`src/rtl/gb_serial_pkg.sv`:
```
// gb_serial_pkg: register address codes, SC bit positions, FSM encoding and default divider for gb_serial.
package gb_serial_pkg;
  localparam int CLK_DIV_DEF = 512;
  localparam logic [1:0] SB_ADDR = 2'b01;
  localparam logic [1:0] SC_ADDR = 2'b10;
  localparam int SC_START = 7;
  localparam int SC_CLKSEL = 0;
  typedef enum logic {IDLE = 1'b0, SHIFT = 1'b1} state_t;
endpackage

```
`src/rtl/gb_serial_sync.sv`:
```
// gb_serial_sync: 2-flop synchronizer for an asynchronous input plus one-clk rise/fall pulses.
module gb_serial_sync (
  input  logic clk,
  input  logic reset_n,
  input  logic d,
  output logic q,
  output logic rise,
  output logic fall
);
  logic [2:0] r;
  always_ff @(posedge clk or negedge reset_n)
    if (!reset_n) r <= '1;
    else r <= {r[1:0], d};
  assign q = r[1];
  assign rise = r[1] & ~r[2];
  assign fall = ~r[1] & r[2];
endmodule

```
`src/rtl/gb_serial.sv`:
```
// gb_serial: Game Boy serial port (SB/SC registers, 8-bit shift transfer, completion irq).
// Define GB_SERIAL_EXTCLK_EN to enable external-clock (sclk_in) transfers.
module gb_serial
  import gb_serial_pkg::*;
#(
  parameter int CLK_DIV = CLK_DIV_DEF
) (
  input  logic       clk,
  input  logic       reset_n,
  input  logic       cpu_sel,
  input  logic [1:0] cpu_addr,
  input  logic       cpu_wr,
  input  logic [7:0] cpu_di,
  output logic [7:0] cpu_do,
  output logic       irq,
  input  logic       sclk_in,
  input  logic       sd_in,
  output logic       sclk_out,
  output logic       sclk_oe,
  output logic       sd_out
);
  localparam int DW = $clog2(CLK_DIV);
  localparam logic [DW-1:0] FALL_AT = DW'(CLK_DIV / 2 - 1);
  localparam logic [DW-1:0] RISE_AT = DW'(CLK_DIV - 1);
  state_t state, state_nx;
  logic [7:0] sb;
  logic [DW-1:0] div;
  logic [2:0] cnt;
  logic clksel, sd_s, sd_lat, sc_wr, sb_wr, shifting, fall_ev, rise_ev, done, ext_rise, ext_fall;
  logic unused_sd_rise, unused_sd_fall;
  gb_serial_sync u_sd (
    .clk(clk), .reset_n(reset_n), .d(sd_in), .q(sd_s), .rise(unused_sd_rise), .fall(unused_sd_fall)
  );
`ifdef GB_SERIAL_EXTCLK_EN
  logic unused_sclk_q;
  gb_serial_sync u_sclk (
    .clk(clk), .reset_n(reset_n), .d(sclk_in), .q(unused_sclk_q), .rise(ext_rise), .fall(ext_fall)
  );
`else
  logic unused_sclk;
  assign unused_sclk = sclk_in;
  assign ext_rise = 1'b0;
  assign ext_fall = 1'b0;
`endif
  assign sc_wr = cpu_sel & cpu_wr & (cpu_addr == SC_ADDR);
  assign sb_wr = cpu_sel & cpu_wr & (cpu_addr == SB_ADDR);
  assign shifting = state == SHIFT;
  // An SC write in the same cycle pre-empts any serial edge.
  assign fall_ev = shifting & ~sc_wr & (clksel ? (div == FALL_AT) : ext_fall);
  assign rise_ev = shifting & ~sc_wr & (clksel ? (div == RISE_AT) : ext_rise);
  assign done = rise_ev & (cnt == 3'd7);
  assign cpu_do = cpu_addr == SB_ADDR ? sb : cpu_addr == SC_ADDR ? {shifting, 6'h3F, clksel} : 8'hFF;
  assign sd_out = sb[7];
  assign sclk_oe = clksel;
  always_comb state_nx = sc_wr ? (cpu_di[SC_START] ? SHIFT : IDLE) : done ? IDLE : state;
  always_ff @(posedge clk or negedge reset_n)
    if (!reset_n) state <= IDLE;
    else state <= state_nx;
  // sd_in is captured while the outgoing bit is still on sd_out, so a loopback returns the byte intact.
  always_ff @(posedge clk or negedge reset_n)
    if (!reset_n) begin
      sb <= '0;
      div <= '0;
      cnt <= '0;
      clksel <= 1'b0;
      irq <= 1'b0;
      sclk_out <= 1'b1;
      sd_lat <= 1'b1;
    end else begin
      irq <= done;
      if (sc_wr) clksel <= cpu_di[SC_CLKSEL];
      if (sc_wr | ~shifting) begin
        div <= '0;
        sclk_out <= 1'b1;
      end else begin
        if (clksel) div <= rise_ev ? '0 : div + 1'b1;
        if (fall_ev & clksel) sclk_out <= 1'b0;
        else if (rise_ev) sclk_out <= 1'b1;
      end
      if (sc_wr & cpu_di[SC_START]) cnt <= '0;
      else if (rise_ev) cnt <= cnt + 1'b1;
      if (fall_ev) sd_lat <= sd_s;
      if (sb_wr) sb <= cpu_di;
      else if (fall_ev) sb <= {sb[6:0], 1'b0};
      else if (rise_ev) sb[0] <= sd_lat;
    end
endmodule

```
`config.mk`:
```
export PLATFORM = sky130hd
export DESIGN_NAME = gb_serial
export DESIGN_NICKNAME = d
export VERILOG_FILES = /design/src/rtl/gb_serial_pkg.sv /design/src/rtl/gb_serial_sync.sv /design/src/rtl/gb_serial.sv
export SDC_FILE = /design/constraint.sdc
export NUM_CORES = 1
export LEC_CHECK = 0
export BUFFER_PORTS_ARGS = -buffer_cell sky130_fd_sc_hd__buf_2
export CAP_MARGIN = 40
export CORE_ASPECT_RATIO = 1.25
export CORE_MARGIN = 1.5
export CORE_UTILIZATION = 40
export DETAILED_ROUTE_END_ITERATION = 8
export PLACE_DENSITY = 0.59
export SYNTH_ARGS = -nofsm -noshare
export SYNTH_HDL_FRONTEND = slang
export SYNTH_SLANG_ARGS = --single-unit
export TNS_END_PERCENT = 30
```
`constraint.sdc`:
```
create_clock -name clk -period 1.75 [get_ports clk]
set_input_delay 0.35 -clock clk [delete_from_list [all_inputs] [get_ports clk]]
set_output_delay 0.35 -clock clk [all_outputs]
set_load 0.005 [all_outputs]
```
==> results.md, run 1 <==
* Pwr Density at 740 nW/µm²
* CTS Root Cell: clkbuf_8
* Worst skew pair latency at 270 ps
* Worst EP required at 1950 ps
* Post-Syn Instances at 153
* Busiest grt layer: met2
* Crit path kind: register to register
* DRT iter0 DRCs at 73
* Critical Path Fanout Max at 7
* Peak supply drop at 0.369 mV
* Slew @ Worst Pin at 617 ps
* Tcrit/Tclk final at 103%
* Starting density of the core at 42.0%
* Rows at 24
* Startpoint types: register
* Final worst setup slack at -57.0 ps
* DR WL/cell at 15.5 µm
* Slew headroom at 58.8%
* Die ar. at 4060 µm²
* CTS tree: built
* Syn nets at 174
* Synth cell types at 44
* Unrepaired setup endpoints after global routing: true
* Vias in the first global route at 1372
* Fin Setup TNS at -111 ps
* Final setup violation count at 3
* Pins Over Slew Limit at 0
* DRC at 0
* Antenna Cells at 0
* Final hold vios at 0
* Synth Area per Inst at 9.63 µm²
* Status: complete, but fails checks
* Routed Antenna Nets at 0
* Initial antenna violation count at 0
* Min cycle time layout at 1810 ps
* Leakage power at 0.768 nW
* Post-CTS Hold Buffers at 0
* FFs w/ async S/R, synth at 100%
* Placer Congestion at 0.846
* Commonest non-fill, non-tap cell in the layout: buf_2
* Yosys reg bits at 27
* Worst-path clk slew at 100 ps
* Total track usage at 18.5%
* Worst Skew at 7.87 ps
* Violations in the final reports: negative setup slack
* Vias at 1330
* Detailed Routing Iterations Pass 1 at 4
* Clk sinks at 27
* EDFF count, synth at 0
* Largest net degree at the start of global routing at 28
* Fraction of layout cells with a size suffix above 1 at 35.6%
* Met1 usage at 21.3%
* Vias per cell at 5.78
* # nets final at 213
* Crit path DAT at 2000 ps
* Register area share after synthesis at 46.2%
* I/O pin count at 28
* Register-to-register path setup slack at -60 ps
* Routed wire length at 3560 µm
* FMAX at 553 MHz
* CTS max path bufs at 2
* Maxcap violations at 0
* Met2 usage at 35.4%
* Die W at 57.3 µm
* YS warnings at 0
* Main synth FF type: dfrtp_1
* Tot Pwr at 0.00134 W
* Final HPWL DP at 2580 µm
* Post-Syn Area at 1470 µm²
* CTS H-tree depth at 1
* Setup crit end kind: register
* Remaining Overflow, GRT at 0
* Hold Path Class: input port to asynchronous set/reset pin
* Most frequent cells in the layout: buf_2 (26), dfrtp_1 (23), a21oi_1 (18)
* # port buffers at 26
* CTS buffer count at 3
* Layout overhead on the synthesized area at 22.6%
* First-pass GRT wire length at 6030 µm
* Core area at 3510 µm²
* Chip height at 70.9 µm
* Grt met3 use at 1.83%
-- synthesized netlist by cell type, types with 2 or more instances --
library cell	instances	share of area [%]
dfrtp_1	23	39
a21oi_1	20	6.8
o21ai_1	13	4.4
nor2_1	12	3.1
a31oi_1	10	4.2
nand2_1	7	1.8
nand2b_1	7	3.0
nand3_1	6	2.0
ha_1	5	4.2
buf_2	4	1.4
dfstp_2	4	7.1
or4_1	3	1.5
and3_1	2	0.85
and4b_1	2	1.4
buf_6	2	1.5
nand4b_1	2	1.2
o21ai_0	2	0.68
o311ai_1	2	1.2
or3_1	2	0.85
-- repair_timing --
item | CTS | global route
buffers inserted | 2 | 1
pin swaps | 1 | 3
resized for setup | 2 | 7
setup endpoints to repair | 4 | 18
-- worst paths after layout --
kind / startpoint / endpoint / depth (start not counted)
max reg2reg: div[0] / div[7] / 7
min: reset_n / div[2] / 1
min reg2reg: u_sd.r[0] / u_sd.r[1] / 0
max in group asynchronous: reset_n / sb[0] / 1
min in group clk: sd_in / u_sd.r[0] / 1
max: div[0] / div[7] / 7
-- area by class of cell --
type                    instances  area (µm²)
fillers                       358        1710
multi-input cells             115         766
flip-flops and latches         27         681
repair buffers                 43         258
well taps                      39        48.8
clock buffers                   3        41.3
inverters                       2        7.51
clock inverters                 1        5.00
-- sequential cells by signal, summed over array words and instances (netlist names) --
signal and count:
sclk_oe 1, div 9, cnt 3, shifting 1
sclk_out 1, u_sd.r 2, irq 1, sb 8
sd_lat 1
-- through the flow --
stage | worst slack [ps] | utilization (%) | cell area, µm² | cells | hold slack (ps)
finish | -57.0 | 51.4 | 1810 | 230 | 86.7
global route | -108 | 51.4 | 1810 | 230 | 136
CTS | -47.1 | 50.5 | 1770 | 229 | 96.6
detailed placement | -41.8 | 48.5 | 1710 | 223 | 348
global placement | 4.89 | 48.5 | 1710 | 223 | 347
floorplan | -65.4 | - | 1480 | 153 | 54.4
-- routing by layer --
metal / vias up / part of all wire, %
met3: 2 / 3.0
met5: - / 0
met4: 0 / 0.70
li1: 645 / -
met1: 655 / 41
met2: 28 / 55
-- critical path, stage by stage (launching register included) --
cell	delay (ps)
dfrtp_1	390
ha_2	200
nand3_2	80
nor2_2	40
ha_2	200
nand2b_4	170
or4_4	500
a21oi_2	150
-- cell families (layout without fill, tap and decap cells) --
| group | Yosys count | in the layout | share of synthesized area, % |
|---|---|---|---|
| buffers and inverters | 11 | 49 | 4.41 |
| flip-flops | 27 | 27 | 46.2 |
| adder cells (fa/ha/maj) | 5 | 5 | 4.24 |
| AO/OA/AOI/OAI | 53 | 53 | 20.8 |
| multiplexers | 1 | 1 | 0.764 |
| AND/OR/NAND/NOR | 56 | 56 | 23.6 |
-- where the power goes --
group          internal [W]  total, W  switching (W)
clock network      0.000159  0.000349       0.000190
logic              0.000109  0.000235       0.000126
registers          0.000684  0.000752      0.0000681
Power figures use the tool's default switching activity.
==> run 2: changes to the inputs <==
--- a/config.mk
+++ b/config.mk
@@ -11,7 +11,7 @@
 export CORE_MARGIN = 1.5
 export CORE_UTILIZATION = 40
 export DETAILED_ROUTE_END_ITERATION = 8
-export PLACE_DENSITY = 0.59
+export PLACE_DENSITY_LB_ADDON = 0.3
 export SYNTH_ARGS = -nofsm -noshare
 export SYNTH_HDL_FRONTEND = slang
 export SYNTH_SLANG_ARGS = --single-unit
==> constraint.sdc (replaced) <==
create_clock -name clk -period 1.87 [get_ports clk]
set_input_delay 0.374 -clock clk [delete_from_list [all_inputs] [get_ports clk]]
set_output_delay 0.374 -clock clk [all_outputs]
set_load 0.005 [all_outputs]
==> run 2 against run 1 <==
Power is 7.2% lower. Setup slack better by 110 ps. Critical endpoint is now div[4]. Die area stayed put. Clock-buffer cell count stayed put. Non-clock buffer count is 7 lower. Largest cell class unchanged. Sequential power is 6.5% lower. The run now ends clean.
==> results.md, run 2 (synthesis gave the netlist of run 1 again) <==
* Routed wire length at 3290 µm (was 3560 µm)
* Fill count at 345 (was 358)
* Core area at 3510 µm² (unchanged)
* Worst-path clk slew at 90 ps (was 100 ps)
* DRC at 0 (unchanged)
* First-pass GRT wire length at 5630 µm (was 6030 µm)
* Routed Antenna Nets at 0 (unchanged)
* CTS buffer count at 3 (unchanged)
* Initial antenna violation count at 0 (unchanged)
* R2r endpoint: div[4] (was div[7])
* Post-CTS Hold Buffers at 0 (unchanged)
* DP Cell Count at 218 (was 223)
* Largest regs: div x9, sb x8, cnt x3 (unchanged)
* Pwr Density at 708 nW/µm² (was 740 nW/µm²)
* Slew @ Worst Pin at 606 ps (was 617 ps)
* DR WL/cell at 14.8 µm (was 15.5 µm)
* Remaining Overflow, GRT at 0 (unchanged)
* Fraction of layout cells with a size suffix above 1 at 31.5% (was 35.6%)
* CTS Root Cell: clkbuf_8 (unchanged)
* Final setup violation count at 0 (was 3)
* CTS max path bufs at 2 (unchanged)
* Placer Congestion at 0.807 (was 0.846)
* Vias in the first global route at 1292 (was 1372)
* Setup crit end kind: register (unchanged)
* Maxcap violations at 0 (unchanged)
* Vias at 1287 (was 1330)
* I/O pin count at 28 (unchanged)
* Crit path from: div[1] (was div[0])
* Min cycle time layout at 1820 ps (was 1810 ps)
* CTS H-tree depth at 1 (unchanged)
* Max FFs per register at 9 (unchanged)
* DRT iter0 DRCs at 88 (was 73)
* Detailed Routing Iterations Pass 1 at 4 (unchanged)
* Fin cells at 223 (was 230)
* Startpoint types: register (unchanged)
* Leakage power at 0.730 nW (was 0.768 nW)
* Status: finished clean (was complete, but fails checks)
* Pins Over Slew Limit at 0 (unchanged)
* Die ar. at 4060 µm² (unchanged)
* Crit path kind: register to register (unchanged)
* Antenna Cells at 0 (unchanged)
* Worst Skew at 6.44 ps (was 7.87 ps)
* Critical Path Fanout Max at 7 (unchanged)
* FMAX at 549 MHz (was 553 MHz)
* Worst EP required at 2060 ps (was 1950 ps)
* Die W at 57.3 µm (unchanged)
* Worst setup endpoint: div[4] (was div[7])
* Most frequent cells in the layout: buf_2 (26), dfrtp_1 (23), a21oi_1 (18) (unchanged)
* Total track usage at 17.2% (was 18.5%)
* Tot Pwr at 0.00124 W (was 0.00134 W)
* R2R Path Start: div[1] (was div[0])
* Final HPWL DP at 2440 µm (was 2580 µm)
* Worst skew pair latency at 270 ps (about the same)
* Register-to-register path setup slack at 50 ps (was -60 ps)
* Largest net degree at the start of global routing at 28 (unchanged)
* Starting density of the core at 42.0% (unchanged)
* Commonest non-fill, non-tap cell in the layout: buf_2 (unchanged)
* # port buffers at 26 (unchanged)
* Cells on worst reg2reg path at 7 (unchanged)
* Most flops, register: div (unchanged)
* Slew headroom at 59.6% (was 58.8%)
* Rows at 24 (unchanged)
* Final worst setup slack at 48.7 ps (was -57.0 ps)
* Pre-CTS setup slack at 2.08 ps (was -41.8 ps)
* Crit path DAT at 2020 ps (was 2000 ps)
* Vias per cell at 5.77 (was 5.78)
* Hold Path Class: input port to asynchronous set/reset pin (unchanged)
* Chip height at 70.9 µm (unchanged)
* Layout overhead on the synthesized area at 18.9% (was 22.6%)
* Tcrit/Tclk final at 97.4% (was 103%)
* Peak supply drop at 0.449 mV (was 0.369 mV)
* Unrepaired setup endpoints after global routing: true (unchanged)
* Clk sinks at 27 (unchanged)
* Final hold vios at 0 (unchanged)
* # nets final at 206 (was 213)
* CTS tree: built (unchanged)
==> run 2: cell type report <==
| class | count | area [µm²] | share of cell area, % |
|---|---|---|---|
| inverters | 2 | 7.51 | 0.428 |
| clock inverters | 1 | 5.00 | 0.286 |
| flip-flops and latches | 27 | 681 | 38.8 |
| well taps | 39 | 48.8 | 2.78 |
| repair buffers | 36 | 205 | 11.7 |
| clock buffers | 3 | 41.3 | 2.36 |
| multi-input cells | 115 | 764 | 43.6 |
==> run 2: timing repair <==
action,in CTS,in global routing
gates resized for setup,1,7
pin swaps,0,6
setup endpoints to repair,3,3
setup buffers,0,1
==> run 2: critical path: stages (launching register included) <==
cell and delay, ps:
dfrtp_1 400, ha_2 200, nand3_2 70, nor2_2 50, ha_4 180, nand2b_4 160, or4b_4 540, a21oi_2 140
==> run 2: per-layer routing <==
| layer | GRT usage (%) | up-vias | routed length [µm] |
|---|---|---|---|
| met4 | 4.91 | 0 | 17 |
| met5 | 0 | - | 0 |
| met3 | 3.29 | 2 | 160 |
| met2 | 30.8 | 38 | 1740 |
| li1 | - | 629 | - |
| met1 | 20.7 | 618 | 1380 |
==> run 2: worst min-delay path by stage <==
stage              start   endpoint  cells after the start
2_1_floorplan    reset_n     cnt[0]                      0
4_1_cts          reset_n     cnt[0]                      1
3_3_place_gp   u_sd.r[0]  u_sd.r[1]                      0
3_5_place_dp   u_sd.r[0]  u_sd.r[1]                      0
5_1_grt          reset_n     cnt[0]                      1
6_report         reset_n     cnt[1]                      1
==> run 2: metrics by stage <==
step	TNS, ps	hold slack, ps	instance area [µm²]	utilization, %
after floorplan	0	78.4	1480	-
after global placement	0	346	1670	47.4
after detailed placement	0	350	1670	47.4
after CTS	0	117	1710	48.8
after global routing	-5.45	135	1750	49.9
final	0	98.6	1750	49.9
==> run 2: where the power goes <==
part / leakage (nW) / switching (W) / internal [W]
combinational: 0.369 / 0.000113 / 0.0000980
sequential: 0.336 / 0.0000631 / 0.000640
clock: 0.0255 / 0.000177 / 0.000149
==> run 3: changes to the inputs <==
--- a/config.mk
+++ b/config.mk
@@ -5,12 +5,12 @@
 export SDC_FILE = /design/constraint.sdc
 export NUM_CORES = 1
 export LEC_CHECK = 0
-export BUFFER_PORTS_ARGS = -buffer_cell sky130_fd_sc_hd__buf_2
 export CAP_MARGIN = 40
 export CORE_ASPECT_RATIO = 1.25
 export CORE_MARGIN = 1.5
 export CORE_UTILIZATION = 40
 export DETAILED_ROUTE_END_ITERATION = 8
+export DONT_BUFFER_PORTS = 1
 export PLACE_DENSITY_LB_ADDON = 0.3
 export SYNTH_ARGS = -nofsm -noshare
 export SYNTH_HDL_FRONTEND = slang
==> run 3 against run 2 <==
First-iteration DRC count is 56% lower. Combinational power fell by 9%. Highest routed layer unchanged. Non-clock buffer count fell by 22. Critical path type unchanged. Cell count down 9.9%. Global-route usage is 0.40 points higher. Clock power is 1% higher. Setup slack improved by 29 ps.
==> results.md, run 3 (synthesis gave the netlist of run 1 again) <==
* Status: finished clean (unchanged)
* Pins Over Slew Limit at 0 (unchanged)
* Busiest grt layer: met2 (unchanged)
* Max stage delay on crit path at 510 ps (was 540 ps)
* Sequential Power Share at 57.5% (was 56.7%)
* I/O pin count at 28 (unchanged)
* Crit path top cell by count: ha_2
* Crit path kind: register to register (unchanged)
* FMAX at 558 MHz (was 549 MHz)
* Met1 usage at 20.4% (was 20.7%)
* Maxcap violations at 0 (unchanged)
* Most frequent cells in the layout: dfrtp_1 (23), a21oi_1 (17), o21ai_1 (13) (was buf_2 (26), dfrtp_1 (23), a21oi_1 (18))
* Sw power at 0.000350 W (was 0.000354 W)
* Leakage power at 0.660 nW (was 0.730 nW)
* Logic pwr share at 15.7% (was 17.0%)
* Unrepaired setup endpoints after global routing: true (unchanged)
* Fin Setup TNS at 0 ps (unchanged)
* # port buffers at 0 (was 26)
* CTS Root Cell: clkbuf_8 (unchanged)
* Min cycle time layout at 1790 ps (was 1820 ps)
* Hold Path Class: input port to register (was input port to asynchronous set/reset pin)
* Multi-input logic area at 761 µm² (was 764 µm²)
* CTS tree: built (unchanged)
* Worst hold slack at 98.6 ps (about the same)
* # nets final at 184 (was 206)
* Initial antenna violation count at 0 (unchanged)
* Routed Antenna Nets at 0 (unchanged)
* Critical Path Fanout Max at 7 (unchanged)
* Crit path DAT at 2000 ps (was 2020 ps)
* Worst-path clk slew at 100 ps (was 90 ps)
* Fraction of layout cells with a size suffix above 1 at 21.6% (was 31.5%)
* Sw Share at 28.5% (about the same)
* Slew @ Worst Pin at 623 ps (was 606 ps)
* DRC at 0 (unchanged)
* DRT iter0 DRCs at 39 (was 88)
* DR WL/cell at 16.3 µm (was 14.8 µm)
* Vias in the first global route at 1317 (was 1292)
* Met2 usage at 31.3% (was 30.8%)
* Startpoint types: register (unchanged)
* Final setup violation count at 0 (unchanged)
* Largest net degree at the start of global routing at 28 (unchanged)
* Rows at 24 (unchanged)
* Family with the most delay on the worst path: simple AND/OR/NAND/NOR gates (unchanged)
* Clk sinks at 27 (unchanged)
* Crit-path cells: ha_2 -> nand3_1 -> nor2_2 -> ha_2 -> nand2b_4 -> or4_4 -> a21oi_2 (was ha_2 -> nand3_2 -> nor2_2 -> ha_4 -> nand2b_4 -> or4b_4 -> a21oi_2)
* Pint at 0.000879 W (was 0.000887 W)
* Worst Path Buf+Inv at 0 (unchanged)
* Most flops, register: div (unchanged)
* CTS max path bufs at 2 (unchanged)
* Routed wire length at 3270 µm (was 3290 µm)
* Worst Skew at 9.67 ps (was 6.44 ps)
* Worst skew pair latency at 270 ps (about the same)
* Worst EP required at 2080 ps (was 2060 ps)
* Tcrit/Tclk final at 95.9% (was 97.4%)
* First-pass GRT wire length at 5700 µm (was 5630 µm)
* Setup crit end kind: register (unchanged)
* Commonest non-fill, non-tap cell in the layout: dfrtp_1 (was buf_2)
* Final hold vios at 0 (unchanged)
* Chip height at 70.9 µm (unchanged)
* Clk pwr share at 26.8% (was 26.3%)
* Sequential Area at 681 µm² (unchanged)
* CTS H-tree depth at 1 (unchanged)
* Remaining Overflow, GRT at 0 (unchanged)
* CTS buffer count at 3 (unchanged)
* Pwr Density at 739 nW/µm² (was 708 nW/µm²)
* Largest regs: div x9, sb x8, cnt x3 (unchanged)
* Layout overhead on the synthesized area at 12.8% (was 18.9%)
* Die ar. at 4060 µm² (unchanged)
* Die W at 57.3 µm (unchanged)
* Core area at 3510 µm² (unchanged)
* Slew headroom at 58.5% (was 59.6%)
* Antenna Cells at 0 (unchanged)
* Max FFs per register at 9 (unchanged)
* Final HPWL DP at 2340 µm (was 2440 µm)
* Detailed Routing Iterations Pass 1 at 4 (unchanged)
* Total track usage at 17.6% (was 17.2%)
* Fill count at 337 (was 345)
* Grt met3 use at 3.29% (unchanged)
* Placer Congestion at 0.805 (was 0.807)
* Vias at 1246 (was 1287)
* Peak supply drop at 0.430 mV (was 0.449 mV)
* Starting density of the core at 42.0% (unchanged)
* Vias per cell at 6.20 (was 5.77)
* Slowest cell on the critical path: or4_4 (was or4b_4)
run 3: power by group through the flow:
stage               clock [W]  sequential (W)  combinational (W)
floorplan                   0        0.000692           0.000140
global placement            0        0.000715           0.000159
detailed placement          0        0.000718           0.000168
CTS                  0.000342        0.000706           0.000188
global route         0.000367        0.000717           0.000219
finish               0.000330        0.000707           0.000193
run 3: layout make-up:
| class | instances | area share, % |
|---|---|---|
| inverter | 2 | 0.451 |
| tap | 39 | 2.93 |
| clock buffer | 4 | 2.71 |
| multi-input combinational | 115 | 45.7 |
| timing repair buffer | 14 | 7.22 |
| sequential | 27 | 40.9 |
run 3: metal layers:
layer | share of wire, % | wire length [µm]
met1 | 40 | 1320
met2 | 53 | 1720
met3 | 5.1 | 167
met4 | 1.8 | 58
met5 | 0 | 0
run 3: worst reg2reg max path, cell delays in order, from the launching register on:
cell and delay (ps):
dfrtp_1 400, ha_2 190, nand3_1 90, nor2_2 50
ha_2 180, nand2b_4 170, or4_4 510, a21oi_2 140
run 3: through the flow:
stage | cells | area [µm²] | utilization [%] | power, W | setup WS, ps
6_report | 201 | 1660 | 47.3 | 0.00123 | 77.5
5_1_grt | 201 | 1660 | 47.3 | 0.00130 | -15.9
4_1_cts | 200 | 1630 | 46.3 | 0.00124 | 1.46
3_5_place_dp | 194 | 1550 | 44.1 | 0.000886 | 36.1
3_3_place_gp | 194 | 1550 | 44.1 | 0.000874 | 102
2_1_floorplan | 153 | 1480 | - | 0.000832 | 7.06
run 3: worst paths after layout:
kind | start | to | slack [ps] | cells after the start
max in group asynchronous | reset_n | u_sd.r[0] | 1090 | 2
min in group asynchronous | reset_n | sb[7] | 550 | 2
setup reg to reg | div[0] | div[7] | 80 | 7
hold reg to reg | u_sd.r[0] | u_sd.r[1] | 360 | 0
setup / recovery | div[0] | div[7] | 80 | 7
hold / removal | sd_in | u_sd.r[0] | 100 | 0
run 3: timing repair:
action / in CTS / in global routing
resized for setup: 0 / 8
setup buffers: 0 / 1
hold endpoints to repair: 27 / 0
hold buffers: 2 / 0
endpoints found under the setup margin: 0 / 5
